File: src/rtl/run_host_pkg.sv
// run_host_pkg: shared definitions for the host-side run sequencer and the
// core top level (memory map of the operand/result convention, FSM states).
// No ports; imported with `import run_host_pkg::*;`.
package run_host_pkg;

    // Data-memory operand/result convention shared with the core top level.
    localparam int unsigned EXP_ADDR  = 4;
    localparam int unsigned CNT_ADDR  = 5;
    localparam int unsigned RES_BASE  = 0;
    localparam int unsigned RES_WORDS = 4;

    // Width of the shared RUN/READ counter and of the reported cycle count.
    localparam int unsigned CNT_W = 12;

    typedef enum logic [2:0] {
        S_IDLE     = 3'd0,
        S_LOAD_EXP = 3'd1,
        S_LOAD_CNT = 3'd2,
        S_START    = 3'd3,
        S_RUN      = 3'd4,
        S_READ     = 3'd5,
        S_REPORT   = 3'd6
    } state_t;

endpackage

File: src/rtl/run_host.sv
// run_host: host-side sequencer for the 9-bit core. On `go` it writes the
// exponent/counter operands to data memory, pulses `cpu_start`, waits for
// `cpu_done` under a cycle budget, then reads four result bytes back.
//
// Ports:
//   clk, reset_n              clock, asynchronous active-low reset
//   go, exp_in, cnt_in        run request and operands (latched at go)
//   mem_own                   host owns the data-memory port
//   mem_wr_en/mem_rd_en       data-memory strobes
//   mem_addr/mem_wdata        data-memory address / write data
//   mem_rdata                 data-memory read data (combinational)
//   cpu_start, cpu_done       core handshake (launch on start fall, done pulse)
//   busy                      high outside IDLE
//   result_valid              one-cycle pulse in REPORT
//   result, cycles, timeout   run outcome, held until the next accepted go
module run_host
    import run_host_pkg::*;
#(
    parameter int unsigned AW        = 8,
    parameter int unsigned TIMEOUT   = 2000,
    parameter int unsigned START_LEN = 2
) (
    input  logic             clk,
    input  logic             reset_n,
    input  logic             go,
    input  logic [7:0]       exp_in,
    input  logic [7:0]       cnt_in,
    output logic             mem_own,
    output logic             mem_wr_en,
    output logic             mem_rd_en,
    output logic [AW-1:0]    mem_addr,
    output logic [7:0]       mem_wdata,
    input  logic [7:0]       mem_rdata,
    output logic             cpu_start,
    input  logic             cpu_done,
    output logic             busy,
    output logic             result_valid,
    output logic [31:0]      result,
    output logic [CNT_W-1:0] cycles,
    output logic             timeout
);

    if (TIMEOUT < 1 || TIMEOUT > 4095) begin : g_bad_timeout
        $error("run_host: TIMEOUT must be in 1..4095");
    end
    if (START_LEN < 1) begin : g_bad_start_len
        $error("run_host: START_LEN must be at least 1");
    end

    localparam logic [CNT_W-1:0] TIMEOUT_C   = CNT_W'(TIMEOUT);
    localparam logic [CNT_W-1:0] RUN_LAST    = CNT_W'(TIMEOUT - 1);
    localparam logic [CNT_W-1:0] START_LAST  = CNT_W'(START_LEN - 1);
    localparam logic [CNT_W-1:0] READ_LAST   = CNT_W'(RES_WORDS - 1);

    state_t           state_q,   state_d;
    logic [CNT_W-1:0] cnt_q,     cnt_d;
    logic [7:0]       exp_op_q,  exp_op_d;
    logic [7:0]       cnt_op_q,  cnt_op_d;
    logic [31:0]      result_q,  result_d;
    logic [CNT_W-1:0] cycles_q,  cycles_d;
    logic             timeout_q, timeout_d;

    always_ff @(posedge clk or negedge reset_n) begin
        if (!reset_n) begin
            state_q   <= S_IDLE;
            cnt_q     <= '0;
            exp_op_q  <= '0;
            cnt_op_q  <= '0;
            result_q  <= '0;
            cycles_q  <= '0;
            timeout_q <= 1'b0;
        end else begin
            state_q   <= state_d;
            cnt_q     <= cnt_d;
            exp_op_q  <= exp_op_d;
            cnt_op_q  <= cnt_op_d;
            result_q  <= result_d;
            cycles_q  <= cycles_d;
            timeout_q <= timeout_d;
        end
    end

    always_comb begin
        state_d   = state_q;
        cnt_d     = cnt_q;
        exp_op_d  = exp_op_q;
        cnt_op_d  = cnt_op_q;
        result_d  = result_q;
        cycles_d  = cycles_q;
        timeout_d = timeout_q;

        mem_own      = 1'b0;
        mem_wr_en    = 1'b0;
        mem_rd_en    = 1'b0;
        mem_addr     = '0;
        mem_wdata    = '0;
        cpu_start    = 1'b0;
        result_valid = 1'b0;

        unique case (state_q)
            S_IDLE: begin
                if (go) begin
                    exp_op_d  = exp_in;
                    cnt_op_d  = cnt_in;
                    result_d  = '0;
                    cycles_d  = '0;
                    timeout_d = 1'b0;
                    state_d   = S_LOAD_EXP;
                end
            end
            S_LOAD_EXP: begin
                mem_own   = 1'b1;
                mem_wr_en = 1'b1;
                mem_addr  = AW'(EXP_ADDR);
                mem_wdata = exp_op_q;
                state_d   = S_LOAD_CNT;
            end
            S_LOAD_CNT: begin
                mem_own   = 1'b1;
                mem_wr_en = 1'b1;
                mem_addr  = AW'(CNT_ADDR);
                mem_wdata = cnt_op_q;
                cnt_d     = '0;
                state_d   = S_START;
            end
            S_START: begin
                // The same counter times the start pulse, then restarts for RUN.
                cpu_start = 1'b1;
                if (cnt_q == START_LAST) begin
                    cnt_d   = '0;
                    state_d = S_RUN;
                end else begin
                    cnt_d = cnt_q + 1'b1;
                end
            end
            S_RUN: begin
                // done wins over the budget when both land in the same cycle.
                if (cpu_done) begin
                    cycles_d = cnt_q + 1'b1;
                    cnt_d    = '0;
                    state_d  = S_READ;
                end else if (cnt_q == RUN_LAST) begin
                    timeout_d = 1'b1;
                    cycles_d  = TIMEOUT_C;
                    cnt_d     = '0;
                    state_d   = S_READ;
                end else begin
                    cnt_d = cnt_q + 1'b1;
                end
            end
            S_READ: begin
                mem_own   = 1'b1;
                mem_rd_en = 1'b1;
                mem_addr  = AW'(RES_BASE) + AW'(cnt_q);
                unique case (cnt_q[1:0])
                    2'd0:    result_d[7:0]   = mem_rdata;
                    2'd1:    result_d[15:8]  = mem_rdata;
                    2'd2:    result_d[23:16] = mem_rdata;
                    default: result_d[31:24] = mem_rdata;
                endcase
                if (cnt_q == READ_LAST) begin
                    cnt_d   = '0;
                    state_d = S_REPORT;
                end else begin
                    cnt_d = cnt_q + 1'b1;
                end
            end
            S_REPORT: begin
                result_valid = 1'b1;
                state_d      = S_IDLE;
            end
            default: begin
                state_d = S_IDLE;
            end
        endcase
    end

    assign busy    = (state_q != S_IDLE);
    assign result  = result_q;
    assign cycles  = cycles_q;
    assign timeout = timeout_q;

endmodule

File: config.mk
export PLATFORM = sky130hd
export DESIGN_NAME = run_host
export DESIGN_NICKNAME = d
export VERILOG_FILES = /design/src/rtl/run_host_pkg.sv /design/src/rtl/run_host.sv
export SDC_FILE = /design/constraint.sdc
export NUM_CORES = 1
export LEC_CHECK = 0
export CAP_MARGIN = 20
export CORE_UTILIZATION = 45
export CTS_CLUSTER_DIAMETER = 100
export CTS_CLUSTER_SIZE = 25
export DETAILED_ROUTE_END_ITERATION = 6
export PLACE_DENSITY = 0.82
export RECOVER_POWER = 25
export SLEW_MARGIN = 40
export SYNTH_ARGS = -nofsm -noshare
export SYNTH_HDL_FRONTEND = slang
export SYNTH_SLANG_ARGS = --single-unit
export TNS_END_PERCENT = 10
File: constraint.sdc
create_clock -name clk -period 2.5 [get_ports clk]
set_input_delay 0.5 -clock clk [delete_from_list [all_inputs] [get_ports clk]]
set_output_delay 0.5 -clock clk [all_outputs]
set_load 0.005 [all_outputs]
==> results of run 1 <==
kinds of logic (layout without fill, tap and decap cells):
logic type | Yosys count | after routing
simple gates | 137 | 137
compound gates | 83 | 83
mux | 16 | 16
buf+inv | 26 | 130
xor+xnor | 7 | 7
fa+ha+maj | 4 | 4
flops | 76 | 76
critical path: cells and delay by family, from the launching register on:
| family | cells | cell delay (ns) |
|---|---|---|
| flip-flops | 1 | 0.45 |
| AND/OR/NAND/NOR | 2 | 0.34 |
| buffers and inverters | 3 | 0.79 |
synth_stat cells, types with 3 or more instances:
cell / count / share of area (%)
a22oi_1: 8 / 1.7
buf_6: 3 / 0.95
a21oi_2: 3 / 0.74
nor3_1: 5 / 0.71
buf_2: 5 / 0.71
inv_1: 7 / 0.74
and2_1: 6 / 1.1
buf_4: 5 / 1.1
nand3_1: 6 / 0.85
ha_1: 4 / 1.4
dfrtp_1: 76 / 54
clkbuf_1: 5 / 0.53
nor2_1: 20 / 2.1
nand2_1: 76 / 8.0
nor2b_1: 4 / 0.71
a21oi_1: 3 / 0.42
mux2_2: 14 / 4.4
xnor2_1: 5 / 1.2
o21ai_0: 43 / 6.1
o21ai_1: 9 / 1.3
a22o_1: 5 / 1.2
cell usage in the layout, fill, tap and decap left out, drive strengths merged, types with 4 or more instances in the layout:
cell,netlist,layout
a22o,6,6
o21ai,52,52
nor2b,4,4
and2,6,6
nor3,7,7
nand2,76,76
nor2,24,24
ha,4,4
a22oi,8,8
inv,7,8
buf,13,13
a21oi,7,7
clkbuf,6,11
clkinv,0,4
nand3,6,6
dfrtp,76,76
xnor2,5,5
mux2,16,16
clkdlybuf4s50,0,93
area by class of cell:
cell class	count	area [um2]	share of cell area (%)
Clock buffer	10	128	2.67
Inverter	7	26.3	0.550
Timing Repair Buffer	107	1030	21.6
Multi-Input combinational cell	247	1500	31.4
Tap cell	99	124	2.59
Sequential cell	76	1900	39.8
Clock inverter	6	62.6	1.31
metrics by stage:
step | area (um2) | power (mW)
detailed placement | 4560 | 3.60
floorplan | 3540 | 2.72
finish | 4780 | 4.54
global route | 4780 | 4.81
global placement | 4550 | 3.54
CTS | 4750 | 4.53
registers in the layout (all words and copies together) (netlist names):
| register | count |
|---|---|
| result | 32 |
| cnt_q | 12 |
| cycles | 12 |
| cnt_op_q | 8 |
| exp_op_q | 8 |
| state_q | 3 |
| timeout | 1 |
worst paths after layout:
kind                              end  cells after the start        from  slack, ns
min                        result[19]                      2  result[19]       0.48
min reg2reg                result[19]                      2  result[19]       0.48
max reg2reg                  cnt_q[5]                      7    cnt_q[1]       0.50
min in group asynchronous  result[21]                      1     reset_n       0.65
max                         mem_rd_en                      5  state_q[1]       0.09
max in group asynchronous  state_q[1]                      1     reset_n       0.62
metal layers:
metal / vias up / global-route usage, % / wire, um
met1: 1404 / 28.4 / 3690
met2: 108 / 34.7 / 4190
li1: 1396 / - / -
met3: 7 / 4.80 / 491
met4: 0 / 4.97 / 61
met5: - / 0 / 0
power by group:
part	switching [mW]	total (mW)	leakage (nW)	internal, mW
clock	0.447	0.908	0.100	0.462
sequential	0.215	1.76	1.01	1.54
combinational	0.881	1.88	0.896	0.997
timing repair:
action	CTS	global route
buffers inserted	0	4
cloned	0	0
gates resized for setup	1	2
endpoints found under the setup margin	7	16
pin swaps	0	0
==> flow_metrics.env, run 1 <==
export IMPL_status="complete, but fails checks"
export IMPL_violations="max-capacitance violations, max-slew violations"
export IMPL_cts_root_buf="clkbuf_8"
export IMPL_synth_xor_area_share_pct=1.73
export IMPL_initial_core_util_pct=47.6
export IMPL_yosys_area_share_simple_pct=18.6
export IMPL_synth_warnings=0
export IMPL_avgViaCountPerCell=5.28
export IMPL_final_nets=480
export IMPL_p_leak_nw=2.01
export IMPL_critPathArrivalTime_ns=1.91
export IMPL_routed_wl_um=8440
export IMPL_critical_path_required_ns=2.00
export IMPL_port_buffers=94
export IMPL_cts_tree="yes"
export IMPL_synth_avg_cell_area_um2=10.2
export IMPL_grt_pass1_wl_um=13800
export IMPL_ctsHtreeMaxLevel=3
export IMPL_grt_overflow_total=0
export IMPL_die_x_um=90.8
export IMPL_firstDrtPassIters=4
export IMPL_synth_edf_count=0
export IMPL_clock_sinks=76
export IMPL_min_path_type="flip-flop to flip-flop"
export IMPL_fin_setup_tns_ns=0
export IMPL_maxCapViolations=1
export IMPL_ant_nets=0
export IMPL_rows=31
export IMPL_holdBufCountCts=0
export IMPL_fillers=633
export IMPL_synth_top_family_by_area="simple AND/OR/NAND/NOR gates"
export IMPL_dp_hpwl_um=6010
export IMPL_ios=95
export IMPL_post_route_period_util_pct=96.4
export IMPL_synthMuxAreaShare_pct=5.08
export IMPL_relSlewSlack_pct=-22.7
export IMPL_start_kind="flip-flop"
export IMPL_post_route_drc_count=0
export IMPL_clock_fmax_ghz=0.415
export IMPL_cts_made_buffers=9
export IMPL_final_cells=552
export IMPL_grt_use_total_pct=21.1
export IMPL_coreArea_um2=7450
export IMPL_drive_gt1_share_pct=13.9
export IMPL_drtIter0Drc=105
export IMPL_dp_cells=532
export IMPL_tightest_slew_ns=1.84
export IMPL_rsz0062_at_grt="false"
export IMPL_avgRoutedWirePerCell_um=15.3
export IMPL_clk_pin_slew_ns=0.08
export IMPL_cts_buffer_depth=2
export IMPL_period_needed_ns=2.41
export IMPL_yosys_area_share_adder_pct=1.41
export IMPL_synth_ff_type="dfrtp_1"
export IMPL_antenna_found_initial=0
export IMPL_critPathMaxFanout=9
export IMPL_area_growth_pct=34.8
export IMPL_gp_congestion=0.839
export IMPL_critPathSlowestCell="clkdlybuf4s50_1"
export IMPL_powerDensity_nw_per_um2=950
export IMPL_ys_ff_latch=76
export IMPL_hold_slack_ns=0.485
export IMPL_syn_cell_area_um2=3540
export IMPL_post_route_util_pct=64.2
export IMPL_vias=2915
export IMPL_finalSetupViolations=0
export IMPL_synth_compound_area_share_pct=15.4
export IMPL_peakVddDrop_mv=0.514
export IMPL_synth_nets=381
export IMPL_finalHoldViolations=0
export IMPL_synthArstFlopShare_pct=100
export IMPL_path_cells="nand2b_2 > nor2_4 > buf_4 > buf_4 > clkdlybuf4s50_1"
export IMPL_antennaDiodeCount=0
export IMPL_synthCells=349
export IMPL_crit_path_end_kind="output port"
export IMPL_setup_ws_ns=0.0888
export IMPL_clk_latency_ns=0.34
export IMPL_dieArea_um2=8240
export IMPL_grt_max_degree=77
export IMPL_grt_pass1_vias=2745
export IMPL_synth_seq_area_share_pct=53.7
export IMPL_skew_ns=0.00885
export IMPL_dieHeight_um=90.8
export IMPL_maxSlewViolCount=77
export IMPL_ys_types=50
export IMPL_crit_type="flip-flop to output port"
export IMPL_cp_slowest_stage_delay_ns=0.51
export IMPL_pre_cts_ws_ns=0.328
export IMPL_crit_top_cell="buf_4"
No activity file was read; power rests on OpenSTA's default activity.
==> run 2, diff against run 1 <==
--- a/config.mk
+++ b/config.mk
@@ -7,7 +7,7 @@
 export LEC_CHECK = 0
 export CAP_MARGIN = 20
 export CORE_UTILIZATION = 45
-export CTS_CLUSTER_DIAMETER = 100
+export CTS_CLUSTER_DIAMETER = 150
 export CTS_CLUSTER_SIZE = 25
 export DETAILED_ROUTE_END_ITERATION = 6
 export PLACE_DENSITY = 0.82
==> results of run 2 <==
The final DEF is identical to that of run 1; final timing and power are the same.
